==> config.mk <==
export PLATFORM = sky130hd
export DESIGN_NAME = button_matrix_scanner
export DESIGN_NICKNAME = d
export VERILOG_FILES = /design/src/rtl/button_matrix_scanner.sv
export SDC_FILE = /design/constraint.sdc
export NUM_CORES = 1
export LEC_CHECK = 0
export CAP_MARGIN = 20
export CORE_MARGIN = 2
export CORE_UTILIZATION = 55
export DETAILED_ROUTE_END_ITERATION = 12
export DONT_BUFFER_PORTS = 1
export PLACE_DENSITY = 0.7
export SYNTH_ARGS = -nofsm -noshare
export SYNTH_HDL_FRONTEND = slang
export SYNTH_SLANG_ARGS = --single-unit
==> constraint.sdc <==
create_clock -name clk -period 7.51 [get_ports clk]
set_clock_uncertainty 0.15 [all_clocks]
set_input_delay 0.751 -clock clk [delete_from_list [all_inputs] [get_ports clk]]
set_output_delay 0.751 -clock clk [all_outputs]
set_load 0.05 [all_outputs]
==> src/rtl/button_matrix_scanner.sv <==
// Self-scanning, debounced R x C push-button matrix scanner.
// Drives one column at a time, samples the rows through a two-flop
// synchronizer, assembles a full frame, debounces the lowest pressed key
// over consecutive frames, and hands each accepted press to a single-entry
// valid/ready output register.
module button_matrix_scanner #(
  parameter int ROWS     = 4,
  parameter int COLS     = 4,
  parameter int SCAN_DIV = 1000,
  parameter int DEBOUNCE = 4,
  parameter int IDX_W    = (ROWS * COLS > 1) ? $clog2(ROWS * COLS) : 1
) (
  input  logic             clk,
  input  logic             rst_n,
  output logic [COLS-1:0]  col_drive,
  input  logic [ROWS-1:0]  row_in,
  output logic             key_valid,
  output logic [IDX_W-1:0] key_idx,
  input  logic             key_ready,
  output logic             key_down,
  output logic             overrun
);

  localparam int NKEYS   = ROWS * COLS;
  localparam int COL_W   = (COLS > 1) ? $clog2(COLS) : 1;
  localparam int DWELL_W = $clog2(SCAN_DIV);
  localparam int CNT_W   = $clog2(DEBOUNCE + 1);

  localparam logic [COL_W-1:0]   COL_LAST   = COL_W'(COLS - 1);
  localparam logic [DWELL_W-1:0] DWELL_LAST = DWELL_W'(SCAN_DIV - 1);
  localparam logic [CNT_W-1:0]   CNT_MAX    = CNT_W'(DEBOUNCE);

  // A key slot: either NONE (no key) or a linear index. idx is kept at zero
  // whenever none is set so that plain equality compares keys correctly.
  typedef struct packed {
    logic             none;
    logic [IDX_W-1:0] idx;
  } key_t;

  localparam key_t KEY_NONE = {1'b1, {IDX_W{1'b0}}};

  logic [ROWS-1:0]    row_meta;
  logic [ROWS-1:0]    row_s;
  logic [COL_W-1:0]   col;
  logic [DWELL_W-1:0] dwell;
  logic               dwell_end;
  logic               eof;
  logic [NKEYS-1:0]   frame_buf;
  logic [NKEYS-1:0]   frame_next;
  key_t               cand;
  key_t               prev_cand;
  key_t               stable;
  logic [CNT_W-1:0]   cnt;
  logic [CNT_W-1:0]   cnt_next;
  logic               accept;
  logic               press;

  assign dwell_end = (dwell == DWELL_LAST);
  assign eof       = dwell_end && (col == COL_LAST);

  // Two-flop synchronizer for the asynchronous row lines.
  always_ff @(posedge clk or negedge rst_n) begin
    if (!rst_n) begin
      row_meta <= '0;
      row_s    <= '0;
    end else begin
      row_meta <= row_in;
      row_s    <= row_meta;
    end
  end

  // Column dwell timer and column pointer; column advances when the dwell wraps.
  always_ff @(posedge clk or negedge rst_n) begin
    if (!rst_n) begin
      dwell <= '0;
      col   <= '0;
    end else if (dwell_end) begin
      dwell <= '0;
      col   <= (col == COL_LAST) ? '0 : col + COL_W'(1);
    end else begin
      dwell <= dwell + DWELL_W'(1);
    end
  end

  // One-hot column strobe decoded from the column pointer.
  always_comb begin
    col_drive = '0;
    for (int c = 0; c < COLS; c++) begin
      if (col == COL_W'(c)) col_drive[c] = 1'b1;
    end
  end

  // Frame contents including this cycle's sample, so EOF sees the last column.
  always_comb begin
    frame_next = frame_buf;
    for (int c = 0; c < COLS; c++) begin
      if (dwell_end && (col == COL_W'(c))) begin
        for (int r = 0; r < ROWS; r++) frame_next[r * COLS + c] = row_s[r];
      end
    end
  end

  // Frame buffer holds the most recent sample of every key.
  always_ff @(posedge clk or negedge rst_n) begin
    if (!rst_n) frame_buf <= '0;
    else        frame_buf <= frame_next;
  end

  // Lowest set index of the frame wins; scan downward so lower indices override.
  always_comb begin
    cand = KEY_NONE;
    for (int i = NKEYS - 1; i >= 0; i--) begin
      if (frame_next[i]) begin
        cand.none = 1'b0;
        cand.idx  = IDX_W'(i);
      end
    end
  end

  // Saturating run-length of identical candidates and the acceptance decision.
  always_comb begin
    if (cand != prev_cand)    cnt_next = CNT_W'(1);
    else if (cnt == CNT_MAX)  cnt_next = CNT_MAX;
    else                      cnt_next = cnt + CNT_W'(1);
    accept = (cnt_next == CNT_MAX) && (cand != stable);
    press  = eof && accept && !cand.none;
  end

  // Debounce state advances once per frame, at end-of-frame.
  always_ff @(posedge clk or negedge rst_n) begin
    if (!rst_n) begin
      cnt       <= '0;
      prev_cand <= KEY_NONE;
      stable    <= KEY_NONE;
    end else if (eof) begin
      cnt       <= cnt_next;
      prev_cand <= cand;
      if (accept) stable <= cand;
    end
  end

  assign key_down = !stable.none;

  // Single-entry event register; a press arriving while the entry is held
  // without acceptance is dropped and flagged on overrun for one cycle.
  always_ff @(posedge clk or negedge rst_n) begin
    if (!rst_n) begin
      key_valid <= 1'b0;
      key_idx   <= '0;
      overrun   <= 1'b0;
    end else begin
      overrun <= 1'b0;
      if (press) begin
        if (!key_valid || key_ready) begin
          key_valid <= 1'b1;
          key_idx   <= cand.idx;
        end else begin
          overrun <= 1'b1;
        end
      end else if (key_valid && key_ready) begin
        key_valid <= 1'b0;
      end
    end
  end

endmodule
### Word level (Yosys, flattened, before mapping)

Cells that the tools add are included.

* add/subtract/negate cells: 3
* equal/unequal tests: 9
* mux-type cells: 45
* reductions and logical operators: 17

Operators by type and width (number)
* 5-bit two-way mux: 16
* 1-bit two-way mux: 25
* 10-bit by 1-bit adder with 10-bit output, second input constant: 1
* 10-bit equality test, second input constant: 1
* 10-bit two-way mux: 1
* 5-bit != test: 2
* 1-bit logical AND: 8
* 3-bit equality test, second input constant: 2
* 3-bit two-way mux: 2
* 2-bit AND reduction: 3
* 2-bit equality test, second input constant: 2
* 3-bit by 1-bit adder with 3-bit output, second input constant: 1
* 1-bit logical NOT: 3
* 2-bit by 1-bit adder with 2-bit output, second input constant: 1
* 2-bit by 1-bit equality test with 1-bit output, second input constant: 1
* 2-bit logical NOT: 1
* 2-bit two-way mux: 1
* 2-bit by 1-bit != test with 1-bit output, second input constant: 1
* 2-bit nonzero test: 1
* 1-bit logical OR: 1

* register bits after elaboration: 55
* output and inout port bits: 11
* word-level logic and storage cells: 87

### Depth between registers and ports, before layout

Gate-level depths: netlist of run 1.

* word-level depth: 27
* mapped depth: 13
* depth with buffers taken out: 12

### Worst setup path before layout of run 1

OpenSTA, ideal clock, no wires.

* path type: reg-to-reg
* start point: reg col[0]
* end point: reg stable[1] (netlist bit)
* data arrival time: 3.568 ns
* setup slack: 3.667 ns
* stages on the path, launching flop included: 12
* path buffers: 0
* cell sequence: dfrtp_1 inv_1 ha_1 nand4_4 mux2_4 nor4_2 nand2_1 or2_1 nor3b_1 o211ai_1 nor4_4 mux2_4

RTL lines
* from (decl): line 44 `logic [COL_W-1:0] col;`
* from (signal assigned): line 79 `col <= (col == COL_LAST) ? '0 : col + COL_W'(1);`
* 2-bit equality test (*): line 97 `if (dwell_end && (col == COL_W'(c))) begin`
* 1-bit logical AND (*): line 97
* 1-bit two-way mux (*): line 97
* via frame_next[2]: line 49 `logic [NKEYS-1:0] frame_next;`
* 5-bit two-way mux (*) (3 in a row): line 113 `if (frame_next[i]) begin`
* 5-bit != test: line 122 `if (cand != prev_cand) cnt_next = CNT_W'(1);`
* 3-bit two-way mux: line 122
* 3-bit equality test: line 125 `accept = (cnt_next == CNT_MAX) && (cand != stable);`
* 1-bit logical AND: line 125
* 2-bit AND reduction (no line)
* to (signal assigned): line 138 `if (accept) stable <= cand;`
* to (decl): line 52 `key_t stable;`

The timed path passes the listed nets; every way through them passes the cells marked *.
A chain may end at the register's enable or synchronous reset.

### Worst setup path in the final report of run 1

* start point: reg col[0]
* end point: reg stable[2] (netlist bit)

RTL lines (line)
* 2-bit equality test (*): 97
* 1-bit logical AND (*): 97
* 1-bit two-way mux (*): 97
* via frame_next[3]: 49
* 5-bit two-way mux (*) (4 in a row): 113
* 5-bit != test: 122
* 3-bit two-way mux: 122
* 3-bit equality test: 125
* 1-bit logical AND: 125
* 2-bit AND reduction (no line)

Marked as above.

==> results.txt, run 1 <==
Antenna Cells: 0
Max Cap Violations: 0
post-synthesis instance total: 264
first-pass GRT wire length: 8670 µm
dpl hpwl: 3930 µm
grt met3 use: 0.0370
total number of vias: 1912
library cells used by synthesis: 57
RSZ-0062 raised after global routing: no
setup TNS: 0 ps
initial core utilization: 0.562
layout cells sized above 1: 0.111
Residual DRC: 0
Post-Route WL: 5370 µm
count of input and output buffers: 0
number of clock buffers inserted by TritonCTS: 5
EDFF count, synth: 0
CTS clk-pin slew, worst paths: 100 ps
clk buf depth: 2
NumNets Final: 283
Static Leak: 1.53 nW
H-tree depth: 2
grt peak-use layer: met2
Final ANT Viol Nets: 0
Final Hold Vio Count: 0
DR vias/cell: 5.62
Slew headroom: 0.361
Cell Pwr Density: 157 nW/µm²
DP Area: 2900 µm²
crit-path max FO: 14
FMAX: 0.226 GHz
gpl congestion: 0.882
Avg Cell Area, Syn: 10.7 µm²
Setup Viol. Count Final: 0
initial antenna violation count: 0
dpl ws: 3090 ps
asr flop ratio synth: 1.00
yosys warns: 0
DIE WIDTH: 75.8 µm
Die ar.: 5740 µm²
CP startpoint kind: flip-flop
clock root cell: clkbuf_8
Resized cells post-CTS: 0
Layout area overhead: 6.58%
die span in y: 75.8 µm
setup ws final: 3080 ps
row count: 26
number of synthesized register bits: 55
Min-Delay Path Class: in -> async
Core Footprint: 5040 µm²
Final Max Slew Viols: 0
Slew @ Worst Pin: 951 ps
TritonRoute pass-1 iters: 4
clk sinks: 55
Final min period: 4430 ps
largest net degree at the start of global routing: 54
Post-synth top flop: dfrtp_1
GR Util met2: 0.319
post-route cell area: 3020 µm²
First DRT Iteration DRCs: 95
Congestion Overflow GR: 0
IO Pins: 18
Avg WL per Cell: 15.8 µm
Worst setup EP type: flip-flop
flop2flop setup slack: 3080 ps
CTS tree: built
WP data arrival: 4490 ps
maximum vdd drop: 0.0978 mV
worst endpoint required time: 7570 ps
post-CTS setup buffer count: 0
Final Cycle Share: 0.590
Mapped Nets: 278
Total GRT Usage: 0.205
vias in the first global route: 1802
sequential area share after synthesis: 0.486
post-synthesis instance area: 2840 µm²
CP Class: reg -> reg
met1 Resource Use GR: 0.287
clock latency on the worst-skew pair: 310 ps
status: finished clean
Hold Slack: 116 ps
[metrics by stage]
stage	total power, mW	util	instances
final	0.474	0.599	340
after CTS	0.480	0.599	340
after global routing	0.494	0.599	340
after global placement	0.307	0.575	331
after detailed placement	0.307	0.575	331
after floorplan	0.306	-	264
[report_power, final]
| part | switching [mW] | total (mW) | internal (mW) |
|---|---|---|---|
| registers | 0.00174 | 0.300 | 0.298 |
| logic | 0.00579 | 0.00798 | 0.00219 |
| clock network | 0.0992 | 0.166 | 0.0669 |
[cell type report]
class	count	area [µm²]
flip-flops and latches	55	1380
fillers	418	2020
multi-input cells	181	1340
inverters	25	93.8
repair buffers	1	27.5
well taps	70	87.6
clock buffers	5	68.8
clock inverters	3	25.0
[critical path, stage by stage (launching register included)]
cell and delay, ps:
dfrtp_1 400, ha_1 690, nand4_4 390, mux2i_2 350, inv_2 90, or4_4 560, nor4b_1 570, o211ai_1 150
o31ai_1 100, and4_1 410, nor4_4 140, mux2_4 340
[cells in the final DEF (no fill, tap or decap), drive strengths merged, types with 5 or more instances in the layout]
master,instances
a21oi,8
o211ai,5
o21ai,12
xor2,5
ha,7
nor4,5
nand2,22
xnor2,7
inv,25
mux2i,17
mux2,6
dfrtp,53
clkbuf,5
nand3,11
nand4,6
nor2,22
or3,5
[routing by layer]
metal / routed length (µm) / part of all wire
met3: 193 / 0.036
met5: 0 / 0
met2: 2590 / 0.48
met4: 63 / 0.012
met1: 2530 / 0.47
[sequential cells by signal (all words and copies together) (netlist names)]
name,flops
cnt,3
key_valid,1
col,2
stable,5
row_s,4
frame_buf,16
row_meta,4
dwell,10
overrun,1
key_idx,4
prev_cand,5
[path summary, 6_finish.rpt]
check                                       from                  endpoint  cells past startpoint
max                           col[0]$_DFFE_PN0N_     stable[2]$_DFFE_PN0P_                     11
min                                        rst_n  prev_cand[4]$_DFFE_PN1N_                      0
max reg2reg                   col[0]$_DFFE_PN0N_     stable[2]$_DFFE_PN0P_                     11
min reg2reg                row_meta[0]$_DFF_PN0_        row_s[0]$_DFF_PN0_                      0
max in group asynchronous                  rst_n    frame_buf[1]$_DFF_PN0_                      1
min in group clk           row_meta[0]$_DFF_PN0_        row_s[0]$_DFF_PN0_                      0
[cells by family (layout without fill, tap and decap cells)]
family	count (synthesis)	after routing	synth area share
flip-flops	55	55	0.486
buffers and inverters	28	34	0.0410
XOR/XNOR	12	12	0.0371
adder cells (fa/ha/maj)	7	7	0.0309
AO/OA/AOI/OAI	46	46	0.111
multiplexers	23	23	0.0936
AND/OR/NAND/NOR	93	93	0.200
[cell usage after synthesis (4+ instances only)]
master | instances | area [µm²]
dfrtp_1 | 53 | 1330
inv_1 | 23 | 86.3
nand2_1 | 22 | 82.6
nor2_1 | 22 | 82.6
mux2i_1 | 15 | 150
nand3_1 | 11 | 55.1
o21ai_0 | 11 | 55.1
a21oi_1 | 7 | 35.0
ha_1 | 7 | 87.6
xnor2_1 | 7 | 61.3
o211ai_1 | 5 | 37.5
or3_1 | 5 | 31.3
xor2_1 | 5 | 43.8
and3_1 | 4 | 25.0
nand2b_1 | 4 | 25.0
o31ai_1 | 4 | 30.0
[what timing repair did]
| item | in CTS | in global routing |
|---|---|---|
| hold endpoints to repair | 53 | 0 |
| hold buffers | 1 | 0 |
| setup endpoints to repair | 0 | 0 |
No activity file was read; power rests on OpenSTA's default activity.
==> run 2, diff against run 1 <==
- clock period: 7.51 -> 4.2 ns (I/O delays scaled with it)
==> run 2 against run 1 <==
Compared with the run above:
- first-iteration DRC count increased by 19%
- sequential power increased by 79%
- via count increased by 2.7%
- clock power increased by 120%
- hold slack improved by 93 ps
- final cell count increased by 4.4%
- utilization increased by 3.0 points
- critical path type unchanged
- largest cell class unchanged
- highest routed layer unchanged
==> results.txt, run 2 (synthesis gave the netlist of run 1 again) <==
sw power: 201 µW (+88%)
Final ANT Viol Nets: 0 (unchanged)
Cell Pwr Density: 291 nW/µm² (+86%)
crit-path max FO: 8 (-6)
status: finished clean
Seq pwr share: 0.580 (-0.053)
First DRT Iteration DRCs: 113 (+19%)
Max Cap Violations: 0 (unchanged)
combinational power share: 0.020 (+0.003)
overall power: 925 µW (+95%)
dpl hpwl: 4000 µm (+1.8%)
most common cell after layout, fill and taps aside: dfrtp_1
cell count of the worst reg-to-reg path: 10 (-1)
clk buf depth: 2 (unchanged)
Slew headroom: 0.368 (+0.00641)
DIE WIDTH: 75.8 µm (unchanged)
die span in y: 75.8 µm (unchanged)
CP startpoint kind: flip-flop
Setup Viol. Count Final: 0 (unchanged)
largest registers: frame_buf (16), dwell (10)
reg2reg start: dwell[6]$_DFF_PN0_
Congestion Overflow GR: 0 (unchanged)
first-pass GRT wire length: 9170 µm (+5.7%)
final core occ: 0.629 (+0.0298)
Hold EP: row_s[3]$_DFF_PN0_
Final min period: 3980 ps (-455 ps)
Final Max Slew Viols: 0 (unchanged)
worst endpoint required time: 4270 ps (-3300 ps)
WP data arrival: 4040 ps (-450 ps)
vias in the first global route: 1967 (+9.2%)
RSZ-0062 raised after global routing: no
post-CTS setup buffer count: 0 (unchanged)
Total GRT Usage: 0.214 (+0.00948)
CTS tree: built
Most flops, register: frame_buf
Worst setup EP type: flip-flop
layout cells sized above 1: 0.140 (+0.0292)
Core Footprint: 5040 µm² (unchanged)
most frequent cells in the layout: dfrtp_1 (53), inv_1 (23), nand2_1 (22), nor2_1 (22), mux2i_1 (15)
Static Leak: 1.62 nW (+5.4%)
Antenna Cells: 0 (unchanged)
clk sinks: 55 (unchanged)
Resized cells post-CTS: 0 (unchanged)
total number of vias: 1964 (+2.7%)
count of input and output buffers: 0 (unchanged)
maximum vdd drop: 0.200 mV (+100%)
row count: 26 (unchanged)
clock latency on the worst-skew pair: 320 ps (about the same)
flop2flop setup slack: 220 ps (-2860 ps)
IO Pins: 18 (unchanged)
Hold Path Depth: 0
Slew @ Worst Pin: 941 ps (-9.55 ps)
gpl congestion: 0.872 (-1.2%)
CP Class: reg -> reg
initial antenna violation count: 0 (unchanged)
Die ar.: 5740 µm² (unchanged)
number of clock buffers inserted by TritonCTS: 5 (unchanged)
max reg flops: 16 (unchanged)
Layout area overhead: 11.9%
Avg WL per Cell: 15.1 µm (-4.1%)
TritonRoute pass-1 iters: 4 (unchanged)
largest net degree at the start of global routing: 56 (+3.7%)
clock root cell: clkbuf_8
clock power share: 0.400 (+0.050)
Final Cycle Share: 0.947 (+0.357)
FMAX: 0.252 GHz (+11%)
setup TNS: 0 ps (unchanged)
Internal: 724 µW (+97%)
NumNets Final: 298 (+5.3%)
Final Hold Vio Count: 0 (unchanged)
DR vias/cell: 5.53 (-1.6%)
Residual DRC: 0 (unchanged)
H-tree depth: 2 (unchanged)
initial core utilization: 0.562 (unchanged)
Min-Delay Path Class: reg -> reg
Switching Share: 0.217 (-0.00835)
CTS Hold Bufs: 6 (+5)
FF-to-FF End: stable[1]$_DFFE_PN0P_
Fillers: 428 (+2.4%)
Post-Route WL: 5380 µm (+0.17%)
Hold Crit Start: row_meta[3]$_DFF_PN0_
CTS clk-pin slew, worst paths: 110 ps (about the same)
==> run 2: layout make-up <==
| type | instances | area [µm²] | share of cell area |
|---|---|---|---|
| multi-input combinational | 181 | 1340 | 0.422 |
| sequential | 55 | 1380 | 0.435 |
| inverter | 25 | 93.8 | 0.0296 |
| clock buffer | 5 | 68.8 | 0.0217 |
| clock inverter | 3 | 50.0 | 0.0158 |
| tap | 70 | 87.6 | 0.0276 |
| timing repair buffer | 16 | 153 | 0.0481 |
==> run 2: worst max-delay path: stages (launching register included) <==
cell     delay [ps]
dfrtp_1         460
and3_1          490
nand4_2         270
mux2i_1         330
inv_1           140
or4_4           460
a21oi_4         210
xnor2_1          80
and4_1          310
nor4_4          640
mux2_4          350
==> run 2: power groups by stage <==
stage | registers [mW] | logic, mW | clock network [mW]
2_1_floorplan | 0.546 | 0.00179 | 0
3_3_place_gp | 0.547 | 0.00194 | 0
3_5_place_dp | 0.547 | 0.00194 | 0
4_1_cts | 0.536 | 0.0194 | 0.379
5_1_grt | 0.537 | 0.0212 | 0.404
6_report | 0.536 | 0.0184 | 0.370
==> run 2: how the worst max path moves through the flow <==
stage	startpoint	to	cells past startpoint
after global routing	dwell[0]$_DFF_PN0_	stable[1]$_DFFE_PN0P_	13
final	dwell[6]$_DFF_PN0_	stable[1]$_DFFE_PN0P_	10
after detailed placement	dwell[6]$_DFF_PN0_	stable[1]$_DFFE_PN0P_	10
after global placement	dwell[6]$_DFF_PN0_	stable[2]$_DFFE_PN0P_	11
after floorplan	col[0]$_DFFE_PN0N_	stable[1]$_DFFE_PN0P_	11
after CTS	dwell[6]$_DFF_PN0_	stable[1]$_DFFE_PN0P_	10
==> run 2: layer usage <==
metal	up-vias	global-route usage	share of wire
met4	0	0.0819	0.015
met5	-	0	0
li1	965	-	-
met1	962	0.293	0.48
met3	11	0.0503	0.032
met2	26	0.331	0.48
==> run 2: per-stage QoR <==
step           setup WS, ps  hold slack, ps  instances  area [µm²]
4_1_cts                 248             213        355        3170
5_1_grt                45.2             228        355        3170
3_5_place_dp            288           -23.7        341        2980
6_report                224             209        355        3170
3_3_place_gp            314           -24.0        341        2980
2_1_floorplan           357           -25.6        264        2840
==> run 3, diff against run 2 <==
- CAP_MARGIN: 20 -> unset
- clock period: 4.2 -> 3.75 ns (I/O delays scaled with it)
==> run 3 against run 2 <==
Compared with the run above:
- hold slack improved by 1.8 ps
- non-clock buffer count rose by 23
- utilization rose by 6.1 points
- clock power fell by 4%
- sequential share of layout area fell by 3.8 points
- wire length rose by 7.1%
- via count rose by 6.1%
- power rose by 5.7%
==> results.txt, run 3 (synthesis gave the netlist of run 1 again) <==
Final ANT Viol Nets: 0 (unchanged)
Hold Path Depth: 0 (unchanged)
Antenna Cells: 0 (unchanged)
DR vias/cell: 5.51 (-0.39%)
Setup Viol. Count Final: 0 (unchanged)
Worst setup EP type: flip-flop
most common cell after layout, fill and taps aside: dfrtp_1
Congestion Overflow GR: 0 (unchanged)
clk buf depth: 2 (unchanged)
total number of vias: 2083 (+6.1%)
CP Class: reg -> reg
NumNets Final: 321 (+7.7%)
CP startpoint kind: flip-flop
Post-Route WL: 5760 µm (+7.1%)
largest registers: frame_buf (16), dwell (10)
combinational power share: 0.021 (about the same)
Final Cycle Share: 0.971 (+0.0245)
First DRT Iteration DRCs: 134 (+19%)
Cell Pwr Density: 281 nW/µm² (-3.6%)
row count: 26 (unchanged)
clock root cell: clkbuf_8
number of clock buffers inserted by TritonCTS: 5 (unchanged)
Final Hold Vio Count: 0 (unchanged)
clk sinks: 55 (unchanged)
initial core utilization: 0.562 (unchanged)
cell count of the worst reg-to-reg path: 13 (+3)
max reg flops: 16 (unchanged)
DIE WIDTH: 75.8 µm (unchanged)
layout cells sized above 1: 0.260 (+0.119)
Max Cap Violations: 0 (unchanged)
Seq pwr share: 0.615 (+0.035)
CTS clk-pin slew, worst paths: 110 ps (about the same)
dpl hpwl: 4090 µm (+2.3%)
Static Leak: 1.73 nW (+6.8%)
most frequent cells in the layout: dfrtp_1 (53), buf_4 (31), inv_1 (23)
Layout area overhead: 22.6%
clock power share: 0.363 (-0.037)
Slew headroom: 0.411 (+0.0433)
Slew @ Worst Pin: 877 ps (-64.5 ps)
clock latency on the worst-skew pair: 320 ps (about the same)
sw power: 232 µW (+16%)
Final min period: 3640 ps (-334 ps)
Core Footprint: 5040 µm² (unchanged)
Switching Share: 0.238 (+0.0211)
H-tree depth: 2 (unchanged)
Most flops, register: frame_buf
TritonRoute pass-1 iters: 4 (unchanged)
maximum vdd drop: 0.302 mV (+51%)
die span in y: 75.8 µm (unchanged)
Internal: 744 µW (+2.8%)
gpl congestion: 0.801 (-8.1%)
DP Area: 3100 µm² (+4.0%)
crit-path max FO: 5 (-3)
Die ar.: 5740 µm² (unchanged)
WP data arrival: 3700 ps (-340 ps)
status: finished clean
Total GRT Usage: 0.213 (-0.00161)
vias in the first global route: 1898 (-3.5%)
largest net degree at the start of global routing: 56 (unchanged)
initial antenna violation count: 0 (unchanged)
Final Max Slew Viols: 0 (unchanged)
Avg WL per Cell: 15.2 µm (+0.59%)
count of input and output buffers: 0 (unchanged)
Min-Delay Path Class: reg -> reg
first-pass GRT wire length: 9020 µm (-1.7%)
setup ws final: 108 ps (-116 ps)
Residual DRC: 0 (unchanged)
post-route cell area: 3480 µm² (+9.6%)
worst endpoint required time: 3810 ps (-460 ps)
FMAX: 0.275 GHz (+9.2%)
IO Pins: 18 (unchanged)
CTS tree: built
dpl ws: -36.9 ps (-325 ps)
run 3: changes by cell type in the layout (fill, tap and decap cells not counted), moves of 3 or more:
| cell | delta |
|---|---|
| mux2i_4 | +3 |
| buf_4 | +21 |
| ha_1 | -5 |
| ha_2 | +4 |
run 3: power by group through the flow:
stage          clock, mW  combinational, mW  sequential, mW
3_3_place_gp           0            0.00220           0.612
6_report           0.355             0.0208           0.601
3_5_place_dp           0            0.00228           0.612
5_1_grt            0.393             0.0244           0.602
2_1_floorplan          0            0.00200           0.611
4_1_cts            0.366             0.0217           0.601
run 3: cell type report:
type / instances / area (µm²)
sequential: 55 / 1380
inverter: 25 / 93.8
timing repair buffer: 39 / 342
tap: 70 / 87.6
clock buffer: 5 / 68.8
fill: 378 / 1570
clock inverter: 3 / 26.3
multi-input combinational: 181 / 1480
run 3: metrics by stage:
stage          hold WS, ps   util  cells  power [mW]  setup TNS [ps]
5_1_grt                223  0.690    378        1.02            -465
3_5_place_dp         -69.0  0.614    354       0.614            -168
3_3_place_gp         -69.3  0.614    354       0.614            -372
6_report               211  0.690    378       0.977               0
2_1_floorplan        -70.6      -    264       0.613               0
4_1_cts                214  0.655    369       0.989               0
run 3: repair_timing:
| item | CTS | global route |
|---|---|---|
| endpoints found under the hold margin | 59 | 0 |
| endpoints found under the setup margin | 10 | 14 |
| hold buffers | 6 | 0 |
| pin swaps | 2 | 13 |
| buffers inserted | 1 | 9 |
| resized for setup | 7 | 16 |
| cloned | 0 | 0 |
run 3: metal layers:
| layer | wire length (µm) | GRT usage | vias to the layer above |
|---|---|---|---|
| met5 | 0 | 0 | - |
| met4 | 95 | 0.0741 | 0 |
| met3 | 163 | 0.0370 | 7 |
| met2 | 2810 | 0.334 | 37 |
| met1 | 2690 | 0.298 | 1017 |
| li1 | - | - | 1022 |
run 3: worst paths after layout:
| check | from | end | slack [ps] |
|---|---|---|---|
| setup / recovery | dwell[0]$_DFF_PN0_ | stable[1]$_DFFE_PN0P_ | 110 |
| hold / removal | row_meta[3]$_DFF_PN0_ | row_s[3]$_DFF_PN0_ | 210 |
| setup reg to reg | dwell[0]$_DFF_PN0_ | stable[1]$_DFFE_PN0P_ | 110 |
| hold reg to reg | row_meta[3]$_DFF_PN0_ | row_s[3]$_DFF_PN0_ | 210 |
| max in group asynchronous | rst_n | stable[4]$_DFFE_PN1P_ | 2750 |
| min in group asynchronous | rst_n | col[1]$_DFFE_PN0N_ | 390 |
run 3: critical path, stage by stage, from the launching register on:
cell      delay [ps]
dfrtp_1          430
ha_4             180
and4b_4          330
nand4_4          180
mux2i_1          320
nand4_1          300
nor2_2           210
nand3_1          110
a211oi_1         290
o211ai_1         150
buf_4            190
nor4_4           230
buf_4            180
mux2_4           290
